File: config.mk
export PLATFORM = sky130hd
export DESIGN_NAME = grf_bank
export DESIGN_NICKNAME = d
export VERILOG_FILES = /design/src/rtl/grf_bank.sv
export SDC_FILE = /design/constraint.sdc
export NUM_CORES = 2
export LEC_CHECK = 0
export ABC_AREA = 0
export CORE_MARGIN = 3
export CORE_UTILIZATION = 60
export DETAILED_ROUTE_END_ITERATION = 16
export PLACE_DENSITY_LB_ADDON = 0.12
export RECOVER_POWER = 100
export SLEW_MARGIN = 20
export SYNTH_ARGS = -nofsm -noshare
export SYNTH_HDL_FRONTEND = slang
export SYNTH_SLANG_ARGS = --single-unit
export TNS_END_PERCENT = 100
File: constraint.sdc
create_clock -name clk -period 5.52 [get_ports clk]
set_input_delay 1.656 -clock clk [delete_from_list [all_inputs] [get_ports clk]]
set_output_delay 1.656 -clock clk [all_outputs]
set_load 0.05 [all_outputs]
File: src/rtl/grf_bank.sv
// grf_bank: 32x32 general register file with a committed-write counter and a
// registered write-back trace record. Register 0 is hard-wired to zero.
// Optional macro GRF_BYPASS_EN enables same-cycle write-through forwarding
// on both read ports; without it reads return stored contents only.
module grf_bank #(
  parameter int unsigned CNT_WIDTH = 32
) (
  input  logic                 clk,
  input  logic                 reset,
  input  logic                 regWrite_D_i,
  input  logic [4:0]           A3_D_i,
  input  logic [31:0]          WD_D_i,
  input  logic [31:0]          PC_GRF_W,
  input  logic [4:0]           A1_D,
  input  logic [4:0]           A2_D,
  output logic [31:0]          RD1_D,
  output logic [31:0]          RD2_D,
  output logic [CNT_WIDTH-1:0] write_cnt,
  output logic                 trace_valid,
  output logic [31:0]          trace_pc,
  output logic [4:0]           trace_reg,
  output logic [31:0]          trace_data
);

  localparam int unsigned DW   = 32;
  localparam int unsigned AW   = 5;
  localparam int unsigned NREG = 32;

  logic [DW-1:0]        regs_q [NREG];
  logic [DW-1:0]        regs_d [NREG];
  logic [CNT_WIDTH-1:0] cnt_q, cnt_d;
  logic                 tvalid_q, tvalid_d;
  logic [DW-1:0]        tpc_q, tpc_d;
  logic [AW-1:0]        treg_q, treg_d;
  logic [DW-1:0]        tdata_q, tdata_d;
  logic                 wr_en_c;

  // A write commits only when enabled and not targeting register 0
  assign wr_en_c = regWrite_D_i && (A3_D_i != AW'(0));

  // Next-state for register array, counter and trace record
  always_comb begin
    regs_d   = regs_q;
    cnt_d    = cnt_q;
    tvalid_d = 1'b0;
    tpc_d    = tpc_q;
    treg_d   = treg_q;
    tdata_d  = tdata_q;
    if (wr_en_c) begin
      regs_d[A3_D_i] = WD_D_i;
      cnt_d          = cnt_q + CNT_WIDTH'(1);
      tvalid_d       = 1'b1;
      tpc_d          = PC_GRF_W;
      treg_d         = A3_D_i;
      tdata_d        = WD_D_i;
    end
    regs_d[0] = '0;
  end

  // State registers with asynchronous active-low clear
  always_ff @(posedge clk or negedge reset) begin
    if (!reset) begin
      regs_q   <= '{default: '0};
      cnt_q    <= '0;
      tvalid_q <= 1'b0;
      tpc_q    <= '0;
      treg_q   <= '0;
      tdata_q  <= '0;
    end else begin
      regs_q   <= regs_d;
      cnt_q    <= cnt_d;
      tvalid_q <= tvalid_d;
      tpc_q    <= tpc_d;
      treg_q   <= treg_d;
      tdata_q  <= tdata_d;
    end
  end

  // Combinational read ports; index 0 always yields zero
  always_comb begin
    RD1_D = (A1_D == AW'(0)) ? '0 : regs_q[A1_D];
    RD2_D = (A2_D == AW'(0)) ? '0 : regs_q[A2_D];
`ifdef GRF_BYPASS_EN
    if (wr_en_c && (A3_D_i == A1_D)) RD1_D = WD_D_i;
    if (wr_en_c && (A3_D_i == A2_D)) RD2_D = WD_D_i;
`else
`endif
  end

  assign write_cnt   = cnt_q;
  assign trace_valid = tvalid_q;
  assign trace_pc    = tpc_q;
  assign trace_reg   = treg_q;
  assign trace_data  = tdata_q;

endmodule
==> out/qor.csv <==
metric,value,unit
slew_headroom,-67.5,%
fin_util,70.4,%
drc,0,
die_w,314,um
r2r_cells,5,
final-hold-violation-count,0,
setup-tns-final,0,ns
syn2layout_area_growth,15.9,%
synth_top_cell_by_area,dfrtp_1,
failed_checks,"capacitance limit, slew limit",
synthFlopType,dfrtp_1,
fin_skew,0.00460,ns
numCtsBuffers,114,
yosysWarningCount,0,
dpl_cell_area,0.0625,mm2
antenna_found_initial,6,
die-height,314,um
clk_pin_slew,0.06,ns
powerDensity,375,mW/mm2
clk_latency,0.69,ns
ir_worst_vdd,0.281,mV
io_pins,248,
yosysMostFrequentCell,dfrtp_1,
worst_pin_slew,2.51,ns
cts_tree,built,
final_nets,4207,
vias,38000,
min_period,5.50,ns
largest-register,regs_q,
htreeDepth,3,
io_buffers,247,
ys_top_cells_by_count,"dfrtp_1 (1094), mux2_2 (1070), mux4_2 (436), nand2_1 (286), clkbuf_1 (219)",
drive_gt1_share,48.2,%
rsz0062_at_grt,no,
synth.ff_latch_count,1094,
cp.required,3.86,ns
fin_crit_sh,99.7,%
synthArstFlopShare,100,%
syn_nets,4020,
avgRoutedWirePerCell,31.9,um
cts_sinks,1094,
outcome,"finished, violations left",
dr.pass1.iters,5,
routed_wl,175000,um
fmaxAchievable,0.182,GHz
ant_nets,0,
avgSynthCellArea,14.4,um2
post_cts_buffers,0,
yosys-top-cells-area,"dfrtp_1 (48%), mux2_2 (21%), mux4_2 (17%)",
ys_types,43,
grt_overflow,0,
power,0.0247,W
routabilityCongestion,0.840,
cts.path.max_buffers,3,
setup_viol,0,
place_hpwl,107000,um
crit_path_end_kind,output pin,
largest_register_ffs,992,
grt_pass1_vias,38800,
hp-class,reg -> reg,
core,0.0936,mm2
synthCells,3937,
holdWs,0.467,ns
start_util,60.7,%
arrival,3.85,ns
critPathMaxFanout,25,
synth_top_area_share,48.2,%
critical_path_class,in -> out,
slew_violations,842,
leakage,29.0,nW
synth_edf_count,0,
design_area,0.0659,mm2
ys_seq_area_share,48.2,%
rows,112,
setup.worst_path.start_class,primary input,
dieArea,0.0985,mm2
grt_pass1_wl,260000,um
syn_area,0.0569,mm2
viasPerCell,6.93,
cts_root_buf,clkbuf_16,
grt_max_degree,176,
grt_usage,35.8,%
whs_path_depth,2,
cap_violations,31,
num-fill-cells,6458,
drt_iter0_drc,4372,
[cell usage in the layout (no fill, tap or decap), types with 5 or more instances in the layout]
| cell | instances |
|---|---|
| a22o_1 | 12 |
| a21oi_1 | 38 |
| o211ai_1 | 17 |
| nor3b_1 | 5 |
| nand4_1 | 13 |
| buf_6 | 7 |
| o31ai_1 | 17 |
| clkbuf_16 | 116 |
| o21a_1 | 17 |
| o221ai_1 | 29 |
| a22oi_1 | 95 |
| clkdlybuf4s50_1 | 48 |
| inv_6 | 5 |
| buf_4 | 111 |
| mux2_2 | 1067 |
| nor2_4 | 11 |
| clkbuf_8 | 28 |
| xnor2_1 | 24 |
| xor2_1 | 7 |
| o21ai_0 | 36 |
| nor2_1 | 48 |
| clkinv_2 | 26 |
| a221oi_1 | 17 |
| clkbuf_1 | 33 |
| dfrtp_1 | 1094 |
| nand3_1 | 41 |
| buf_2 | 25 |
| clkinvlp_4 | 8 |
| nor2b_1 | 20 |
| bufinv_16 | 15 |
| clkbuf_4 | 8 |
| mux2i_1 | 164 |
| nand2_1 | 278 |
| clkbuf_2 | 45 |
| mux4_2 | 436 |
| dlygate4sd3_1 | 105 |
| nand2_2 | 8 |
| buf_12 | 90 |
| and3_1 | 7 |
[routing by layer]
metal / track usage (%) / up-vias / share of wire (%)
met4: 12.7 / 8 / 3.7
met5: 0 / - / 0.030
met2: 53.1 / 1947 / 45
met3: 9.27 / 384 / 11
li1: - / 15300 / -
met1: 51.9 / 20300 / 41
[final cells by class]
type                            instances  area (um2)  area share (%)
Clock buffer                          157        3320            5.03
Timing Repair Buffer                  467        4910            7.44
Multi-Input combinational cell       2445       28000            42.5
Clock inverter                         59         743            1.13
Tap cell                             1254        1570            2.38
Sequential cell                      1094       27400            41.5
Inverter                                2        7.51          0.0114
Antenna cell                            1        2.50         0.00380
[power by group]
part           switching [W]  leakage, nW  internal, W  total [W]
logic                0.00264         13.1      0.00317    0.00582
registers            0.00115         14.0      0.00953     0.0107
clock network        0.00334         2.00      0.00490    0.00824
[logic make-up (layout without fill, tap and decap cells)]
kind of cell	after synthesis	after routing	synth area share, %
other	0	1	0
muxes	1670	1670	41.4
buffers and inverters	399	685	2.92
xor gates and xnor gates	31	31	0.478
adders and majority gates	1	1	0.0220
AOI/OAI and AO/OA	287	287	3.63
and+or+nand+nor	455	456	3.45
DFF	1094	1094	48.2
[repair_timing]
action,4_1_cts,5_1_grt
hold endpoints to repair,0,0
setup endpoints to repair,2,3
resized for setup,6,6
hold buffers,0,0
pin swaps,0,1
gates cloned,1,1
[stage by stage]
| step | worst slack, ns | instances |
|---|---|---|
| after floorplan | 0.184 | 3937 |
| after global placement | -0.314 | 5260 |
| after detailed placement | -0.282 | 5260 |
| after CTS | 0.0115 | 5477 |
| after global routing | 0.00474 | 5478 |
| final | 0.0176 | 5479 |
[critical path: stages]
cell      delay, ns
buf_16         0.19
buf_8          0.33
mux4_2         0.54
nand2_1        0.08
o21ai_0        0.11
a21oi_1        0.23
o221ai_1       0.30
clkbuf_2       0.36
[final timing paths]
check	startpoint	end	slack [ns]
setup / recovery	A2_D[0]	RD2_D[21]	0.02
hold reg to reg	trace_data[3]	trace_data[3]	0.47
hold / removal	trace_data[3]	trace_data[3]	0.47
max in group asynchronous	reset	regs_q[941]	0.75
setup reg to reg	write_cnt[2]	write_cnt[23]	2.42
min in group asynchronous	reset	write_cnt[31]	1.73
(Power assumes the default switching activity.)
